`src/rtl/sram_arbiter.sv`:
```
// Shares one SRAM-like memory port between the instruction-fetch and data masters.
// Address-phase arbitration with a grant lock; in-order responses are routed back via a source-tag FIFO.
module sram_arbiter #(
  parameter int ADDR_W     = 32,
  parameter int DATA_W     = 32,
  parameter int OUTS_DEPTH = 4
) (
  input  logic              clk,
  input  logic              resetn,

  input  logic              inst_sram_req,
  input  logic              inst_sram_wr,
  input  logic [1:0]        inst_sram_size,
  input  logic [3:0]        inst_sram_wstrb,
  input  logic [ADDR_W-1:0] inst_sram_addr,
  input  logic [DATA_W-1:0] inst_sram_wdata,
  output logic              inst_sram_addr_ok,
  output logic              inst_sram_data_ok,
  output logic [DATA_W-1:0] inst_sram_rdata,

  input  logic              data_sram_req,
  input  logic              data_sram_wr,
  input  logic [1:0]        data_sram_size,
  input  logic [3:0]        data_sram_wstrb,
  input  logic [ADDR_W-1:0] data_sram_addr,
  input  logic [DATA_W-1:0] data_sram_wdata,
  output logic              data_sram_addr_ok,
  output logic              data_sram_data_ok,
  output logic [DATA_W-1:0] data_sram_rdata,

  output logic              mem_sram_req,
  output logic              mem_sram_wr,
  output logic [1:0]        mem_sram_size,
  output logic [3:0]        mem_sram_wstrb,
  output logic [ADDR_W-1:0] mem_sram_addr,
  output logic [DATA_W-1:0] mem_sram_wdata,
  input  logic              mem_sram_addr_ok,
  input  logic              mem_sram_data_ok,
  input  logic [DATA_W-1:0] mem_sram_rdata
);

  localparam int PTR_W = (OUTS_DEPTH > 1) ? $clog2(OUTS_DEPTH) : 1;
  localparam int CNT_W = $clog2(OUTS_DEPTH + 1);
  localparam logic [CNT_W-1:0] DEPTH_C  = CNT_W'(OUTS_DEPTH);
  localparam logic [PTR_W-1:0] PTR_LAST = PTR_W'(OUTS_DEPTH - 1);

  typedef enum logic {
    SRC_INST = 1'b0,
    SRC_DATA = 1'b1
  } src_e;

  logic                  active_q;
  logic                  lockValid_q, lockValid_d;
  src_e                  lockSrc_q, lockSrc_d;
  logic [CNT_W-1:0]      count_q, count_d;
  logic [PTR_W-1:0]      rdPtr_q, rdPtr_d;
  logic [PTR_W-1:0]      wrPtr_q, wrPtr_d;
  logic [OUTS_DEPTH-1:0] tags_q, tags_d;

  src_e sel;
  src_e head;
  logic full;
  logic selReq;
  logic memReq;
  logic handshake;
  logic pop;

  function automatic logic [PTR_W-1:0] ptrNext(input logic [PTR_W-1:0] p);
    return (p == PTR_LAST) ? '0 : p + 1'b1;
  endfunction

  // A held grant wins over priority; otherwise the data master has fixed priority.
  always_comb begin
    sel = SRC_INST;
    if (lockValid_q)
      sel = lockSrc_q;
    else if (data_sram_req)
      sel = SRC_DATA;
  end

  assign full      = (count_q == DEPTH_C);
  assign selReq    = (sel == SRC_DATA) ? data_sram_req : inst_sram_req;
  assign memReq    = active_q & ~full & selReq;
  assign handshake = memReq & mem_sram_addr_ok;
  assign pop       = active_q & mem_sram_data_ok & (count_q != '0);
  assign head      = src_e'(tags_q[rdPtr_q]);

  // active_q keeps every output quiet until the first clock edge after reset release.
  assign mem_sram_req   = memReq;
  assign mem_sram_wr    = active_q & ((sel == SRC_DATA) ? data_sram_wr : inst_sram_wr);
  assign mem_sram_size  = active_q ? ((sel == SRC_DATA) ? data_sram_size  : inst_sram_size)  : '0;
  assign mem_sram_wstrb = active_q ? ((sel == SRC_DATA) ? data_sram_wstrb : inst_sram_wstrb) : '0;
  assign mem_sram_addr  = active_q ? ((sel == SRC_DATA) ? data_sram_addr  : inst_sram_addr)  : '0;
  assign mem_sram_wdata = active_q ? ((sel == SRC_DATA) ? data_sram_wdata : inst_sram_wdata) : '0;

  assign inst_sram_addr_ok = handshake & (sel == SRC_INST);
  assign data_sram_addr_ok = handshake & (sel == SRC_DATA);
  assign inst_sram_data_ok = pop & (head == SRC_INST);
  assign data_sram_data_ok = pop & (head == SRC_DATA);
  assign inst_sram_rdata   = active_q ? mem_sram_rdata : '0;
  assign data_sram_rdata   = active_q ? mem_sram_rdata : '0;

  always_comb begin
    lockValid_d = lockValid_q;
    lockSrc_d   = lockSrc_q;
    count_d     = count_q;
    rdPtr_d     = rdPtr_q;
    wrPtr_d     = wrPtr_q;
    tags_d      = tags_q;

    if (handshake) begin
      lockValid_d = 1'b0;
    end else if (memReq) begin
      lockValid_d = 1'b1;
      lockSrc_d   = sel;
    end

    if (handshake) begin
      tags_d[wrPtr_q] = sel;
      wrPtr_d         = ptrNext(wrPtr_q);
    end
    if (pop)
      rdPtr_d = ptrNext(rdPtr_q);

    case ({handshake, pop})
      2'b10:   count_d = count_q + 1'b1;
      2'b01:   count_d = count_q - 1'b1;
      default: count_d = count_q;
    endcase
  end

  always_ff @(posedge clk or negedge resetn) begin
    if (!resetn) begin
      active_q    <= 1'b0;
      lockValid_q <= 1'b0;
      lockSrc_q   <= SRC_INST;
      count_q     <= '0;
      rdPtr_q     <= '0;
      wrPtr_q     <= '0;
      tags_q      <= '0;
    end else begin
      active_q    <= 1'b1;
      lockValid_q <= lockValid_d;
      lockSrc_q   <= lockSrc_d;
      count_q     <= count_d;
      rdPtr_q     <= rdPtr_d;
      wrPtr_q     <= wrPtr_d;
      tags_q      <= tags_d;
    end
  end

endmodule

```
`config.mk`:
```
export PLATFORM = sky130hd
export DESIGN_NAME = sram_arbiter
export DESIGN_NICKNAME = d
export VERILOG_FILES = /design/src/rtl/sram_arbiter.sv
export SDC_FILE = /design/constraint.sdc
export NUM_CORES = 1
export LEC_CHECK = 0
export ABC_AREA = 1
export BUFFER_PORTS_ARGS = -buffer_cell sky130_fd_sc_hd__buf_4
export CELL_PAD_IN_SITES_DETAIL_PLACEMENT = 1
export CELL_PAD_IN_SITES_GLOBAL_PLACEMENT = 1
export CORE_MARGIN = 4
export CORE_UTILIZATION = 18
export CTS_CLUSTER_DIAMETER = 40
export DETAILED_ROUTE_END_ITERATION = 16
export PLACE_DENSITY_LB_ADDON = 0.1
export SYNTH_ARGS = -nofsm -noshare
export SYNTH_HDL_FRONTEND = slang
export SYNTH_SLANG_ARGS = --single-unit
```
`constraint.sdc`:
```
create_clock -name clk -period 2.6 [get_ports clk]
set_clock_uncertainty 0.1 [all_clocks]
set_input_delay 0.39 -clock clk [delete_from_list [all_inputs] [get_ports clk]]
set_output_delay 0.39 -clock clk [all_outputs]
set_load 0.03 [all_outputs]
```
==> results of run 1 <==
==> where the power goes <==
part           total (mW)  leakage, nW  internal [mW]  switching [mW]
logic                2.80         2.63           1.01            1.79
clock network       0.325       0.0442          0.233          0.0914
registers           0.408        0.174          0.314          0.0936
total                3.53         2.85           1.56            1.97
==> flip-flops by register name, summed over array words and instances, names as in the netlist <==
signal and count:
tags_q 4, count_q 3, rdPtr_q 2, wrPtr_q 2, active_q 1, lockSrc_q 1, lockValid_q 1
==> area by class of cell <==
| cell class | count | area, um^2 |
|---|---|---|
| Antenna cell | 1 | 2.50 |
| Clock buffer | 4 | 88.8 |
| Fill cell | 1750 | 8330 |
| Inverter | 47 | 176 |
| Multi-Input combinational cell | 324 | 1510 |
| Sequential cell | 14 | 350 |
| Tap cell | 176 | 220 |
| Timing Repair Buffer | 328 | 2510 |
==> per-layer routing <==
| layer | up-vias | GRT usage | share of wire |
|---|---|---|---|
| met4 | 0 | 0.0246 | 0.0077 |
| met2 | 194 | 0.336 | 0.56 |
| li1 | 1881 | - | - |
| met5 | - | 0 | 0 |
| met1 | 1707 | 0.162 | 0.32 |
| met3 | 6 | 0.0604 | 0.11 |
==> kinds of logic (layout without fill, tap and decap cells) <==
group | count (synthesis) | after routing | synth area share
compound gates | 78 | 78 | 0.177
xor+xnor | 2 | 2 | 0.00723
fa+ha+maj | 7 | 7 | 0.0392
buf+inv | 106 | 379 | 0.234
flops | 14 | 14 | 0.145
other cells | 1 | 2 | 0.00155
simple gates | 236 | 236 | 0.396
==> how the worst max path moves through the flow <==
stage | slack [ns] | from | cells after the start | to
5_1_grt | 0.07 | active_q | 8 | count_q[2]
6_report | 0.28 | active_q | 8 | count_q[2]
4_1_cts | 0.24 | active_q | 8 | count_q[2]
3_5_place_dp | 0.29 | active_q | 8 | count_q[2]
2_1_floorplan | 0.54 | lockValid_q | 10 | count_q[1]
3_3_place_gp | 0.35 | active_q | 8 | count_q[2]
==> per-stage QoR <==
stage	worst slack [ns]	instance area (um^2)	hold WS (ns)	utilization	power, mW
after floorplan	0.543	2420	-0.00559	-	2.22
after global placement	0.351	4760	0.156	0.361	3.20
after detailed placement	0.285	4760	0.159	0.361	3.27
after CTS	0.238	4860	0.373	0.368	3.61
after global routing	0.0739	4860	0.401	0.368	3.83
final	0.283	4860	0.375	0.368	3.53
==> worst max-delay path: stages (launching register included) <==
cell     delay [ns]
dfrtp_1        0.60
nand2_1        0.10
nor2_1         0.33
ha_1           0.22
inv_1          0.07
fa_1           0.38
a21oi_1        0.14
o21ai_0        0.12
xnor2_1        0.14
==> cells in the final DEF (no fill, tap or decap) <==
| master | count |
|---|---|
| a21oi_1 | 63 |
| a21oi_2 | 10 |
| buf_12 | 4 |
| buf_4 | 323 |
| clkbuf_16 | 3 |
| clkbuf_8 | 1 |
| conb_1 | 1 |
| dfrtp_1 | 14 |
| diode_2 | 1 |
| dlygate4sd3_1 | 1 |
| fa_1 | 1 |
| ha_1 | 6 |
| inv_1 | 45 |
| inv_2 | 2 |
| nand2_1 | 198 |
| nand2_2 | 12 |
| nand2_4 | 1 |
| nand3_1 | 5 |
| nand4_1 | 8 |
| nor2_1 | 9 |
| nor2_2 | 1 |
| nor2_4 | 1 |
| nor3_1 | 1 |
| o21ai_0 | 5 |
| xnor2_1 | 2 |
==> out/qor.yml, run 1 <==
clock_tree:
  clk_pin_slew_ns: 0.05
  cts_max_level: 1
  post_cts_buffers: 0
  root_buffer: "clkbuf_16"
  holdBufCountCts: 1
  cts_made_buffers: 3
  clock-sinks: 14
  ctsResizeCount: 0
  cts_tree: "yes"
  clk_latency_ns: 0.25
  cts.path.max_buffers: 2
synth:
  yosysTopAreaCell: "nand2_1"
  synth_area_um2: 2420
  syn_inst: 444
  yosys_warnings: 0
  ys_seq_elements: 14
  ys_seq_area_frac: 0.145
  ys.flop_type: "dfrtp_1"
  synth_top_cells_by_count: "nand2_1, a21oi_1, inv_1, buf_4, dfrtp_1"
  synth.distinct_cells: 25
  async_reset_ff_frac: 1.00
  synth_edf_count: 0
  syn_area_per_cell_um2: 5.46
  synth.most_common_cell: "nand2_1"
  yosys.area.top_type_share: 0.307
  synth_area_leaders: "nand2_1, dfrtp_1, a21oi_1"
  synth_fp_nets: 631
power_and_ir_drop:
  p_leak_nw: 2.85
  pwr_density_cell_nw_per_um2: 727
  ir_drop_mv: 0.353
routing:
  dr.pass1.iters: 4
  vias_per_cell: 4.24
  vias: 3788
  drtAntennaViolNets: 0
  drt_drc_violations_left: 0
  routedWlPerCell_um: 16.1
  wirelength_mm: 14.4
  drt_iter0_drc: 86
global_routing:
  grtUsageTotal: 0.166
  grt_max_degree: 78
  antenna_found_initial: 0
  grt_pass1_vias: 3849
  grt-ovfl-total: 0
  grt_first_pass_wirelength_mm: 20.1
floorplan:
  dieArea_um2: 15400
  die_w_um: 124
  die_h_um: 124
  initial_core_util: 0.184
  core_um2: 13200
  fp-row-count: 42
  io_pins: 320
final_layout:
  layout.cells.non_filler: 894
  drive_above_1_share: 0.499
  nNetsFinal: 905
  area_delta_synth_final_pct: 100
timing:
  slew_viol_final: 0
  setup_viol: 0
  fmax_ghz: 0.432
  rsz0062_at_grt: "false"
  timing.final.crit_share: 0.891
  final-hold-violation-count: 0
  finalSetupTns_ns: 0
  fin_crit_ns: 2.32
critical_path:
  cp_max_fo: 13
  cp-start-kind: "flip-flop"
  cp.required_ns: 2.62
  ff2ff_setup_slack_ns: 0.28
  path_class: "flip-flop to flip-flop"
  cp.arrival_ns: 2.34
  r2r-end: "count_q[2]"
  cp-end-kind: "flip-flop"
  rr_startpoint: "active_q"
  reg2reg_depth: 8
hold_path:
  min_to: "tags_q[0]"
  min-delay-start: "mem_sram_addr_ok"
  hold_path.class: "input pin to flip-flop"
  hold_path_depth: 3
place:
  io_buffer_count: 319
  place_inst: 888
  hpwl_mm: 12.4
  gp_congestion: 0.737
outcome:
  status: "completed"
flow_run:
  drv_cap: 0
No activity file was read; power rests on OpenSTA's default activity.
==> run 2: changes to the inputs <==
--- a/config.mk
+++ b/config.mk
@@ -14,6 +14,7 @@
 export CTS_CLUSTER_DIAMETER = 40
 export DETAILED_ROUTE_END_ITERATION = 16
 export PLACE_DENSITY_LB_ADDON = 0.1
+export REMOVE_ABC_BUFFERS = 1
 export SYNTH_ARGS = -nofsm -noshare
 export SYNTH_HDL_FRONTEND = slang
 export SYNTH_SLANG_ARGS = --single-unit
==> run 2 against run 1 <==
  * Sequential cell count did not move
  * Largest power group unchanged
  * Worst setup slack worse by 0.023 ns
  * Highest routed layer unchanged
  * Critical path type is now flip-flop to output pin
  * Via count hardly changed
  * Combinational power about the same
  * Cell count down 0.34%
  * Non-clock buffer count fell by 2
==> out/qor.yml, run 2 (synthesis gave the netlist of run 1 again) <==
floorplan:
  core_um2: 13200
  dieArea_um2: 15400
  initial_core_util: 0.184
  die_h_um: 124
  io_pins: 320
  die_w_um: 124
  fp-row-count: 42
timing:
  timing.final.crit_share: 0.900
  fmax_ghz: 0.427
  slew_viol_final: 0
  finalSetupTns_ns: 0
  rsz0062_at_grt: "false"
  fin_crit_ns: 2.34
  final-hold-violation-count: 0
  setup_viol: 0
routing:
  dr.pass1.iters: 4
  drt_drc_violations_left: 0
  routedWlPerCell_um: 15.9
  drtAntennaViolNets: 0
  drt_iter0_drc: 85
  vias: 3786
  wirelength_mm: 14.1
  vias_per_cell: 4.25
clock_tree:
  root_buffer: "clkbuf_16"
  clk_pin_slew_ns: 0.05
  cts.path.max_buffers: 2
  clk_latency_ns: 0.24
  clock-sinks: 14
  cts_made_buffers: 3
  cts_max_level: 1
  cts_tree: "yes"
hold_path:
  hold_path.class: "flip-flop to flip-flop"
global_routing:
  antenna_found_initial: 0
  grtUsageMet2: 0.320
  grt_first_pass_wirelength_mm: 19.6
  grt_util_met3: 0.0613
  grt_max_degree: 78
  grtUsageTotal: 0.163
  grt-ovfl-total: 0
  grt.met1_usage: 0.164
  grt_pass1_vias: 3738
  top_usage_layer: "met2"
power_and_ir_drop:
  seqPwrFrac: 0.114
  pwr_density_cell_nw_per_um2: 732
  ir_drop_mv: 0.357
  p_sw_mw: 1.97
  power_mw: 3.54
  p_leak_nw: 2.84
  power_frac_comb: 0.796
  pwr-share-clk: 0.090
  switching_share: 0.555
  p_int_mw: 1.58
final_layout:
  top_regs: "tags_q: 4 flops, count_q: 3 flops"
  regMostFlops: "tags_q"
  final_area_um2: 4840
  nNetsFinal: 903
  layout_commonest_cell: "buf_4"
  area_delta_synth_final_pct: 99.7
  antennaDiodeCount: 0
  layout_common_cells: "buf_4, nand2_1, a21oi_1, inv_1, dfrtp_1"
  drive_above_1_share: 0.498
  largest_reg_flops: 4
outcome:
  status: "completed"
critical_path:
  cp.required_ns: 2.11
  path_class: "flip-flop to output pin"
  cp.arrival_ns: 1.85
  slowest_delay_ns: 0.41
  cp_max_fo: 38
  cp-end-kind: "output pin"
  crit_path_frequent_cell: "nand2_1"
  crit_chain: "inv_2 -> nand2_1 -> nand2_2 -> buf_12 -> nand2_1 -> a21oi_1 -> buf_4"
  cp-start-kind: "flip-flop"
  cp_slowest_cell: "dfrtp_1"
place:
  io_buffer_count: 319
  placed_cell_area_um2: 4740
  hpwl_mm: 12.0
  gp_congestion: 0.832
flow_run:
  drv_cap: 0
[run 2: cell count changes in the layout (fill, tap and decap cells not counted), sizes merged]
cell	previous run	this run
diode	1	0
buf	327	325
[run 2: layout make-up]
cell class	instances	area (um^2)
repair buffers	326	2500
inverters	47	176
multi-input cells	324	1510
flip-flops and latches	14	350
clock buffers	4	88.8
well taps	176	220
fillers	1779	8350
[run 2: through the flow]
| step | worst slack (ns) | instances | utilization | hold WS (ns) |
|---|---|---|---|---|
| after floorplan | -0.215 | 385 | - | -0.00559 |
| after global placement | 0.406 | 886 | 0.360 | 0.153 |
| after detailed placement | 0.355 | 886 | 0.360 | 0.155 |
| after CTS | 0.250 | 891 | 0.367 | 0.376 |
| after global routing | 0.0992 | 891 | 0.367 | 0.383 |
| final | 0.260 | 891 | 0.367 | 0.376 |
[run 2: worst paths after layout]
kind / from / slack [ns] / cells past startpoint / endpoint
max in group asynchronous: resetn / 1.76 / 2 / lockValid_q
min: tags_q[2] / 0.38 / 2 / tags_q[2]
min reg2reg: tags_q[2] / 0.38 / 2 / tags_q[2]
min in group asynchronous: resetn / 0.46 / 2 / rdPtr_q[1]
max: lockValid_q / 0.26 / 7 / mem_sram_wdata[17]
max reg2reg: count_q[0] / 0.39 / 10 / count_q[2]
[run 2: power groups by stage]
stage	registers, mW	clock network (mW)	logic, mW
2_1_floorplan	0.387	0	1.68
3_3_place_gp	0.403	0	2.82
3_5_place_dp	0.407	0	2.87
4_1_cts	0.404	0.331	2.88
5_1_grt	0.418	0.342	3.09
6_report	0.403	0.320	2.82
[run 2: worst max-delay path, delay by kind of cell, from the launching register on]
kind / cells / cell delay, ns
AO/OA/AOI/OAI: 1 / 0.17
buffers and inverters: 3 / 0.53
flip-flops: 1 / 0.41
AND/OR/NAND/NOR: 3 / 0.49
[run 2: layer usage]
metal | routed length, um | share of wire
met1 | 4640 | 0.33
met2 | 7670 | 0.54
met3 | 1660 | 0.12
met4 | 166 | 0.012
met5 | 0 | 0
[run 2: what timing repair did]
action                                  4_1_cts  5_1_grt
hold buffers                                  1        0
endpoints found under the hold margin        14        0
endpoints found under the setup margin        0        0
setup buffers                                 0        0
resized for setup                             0        0
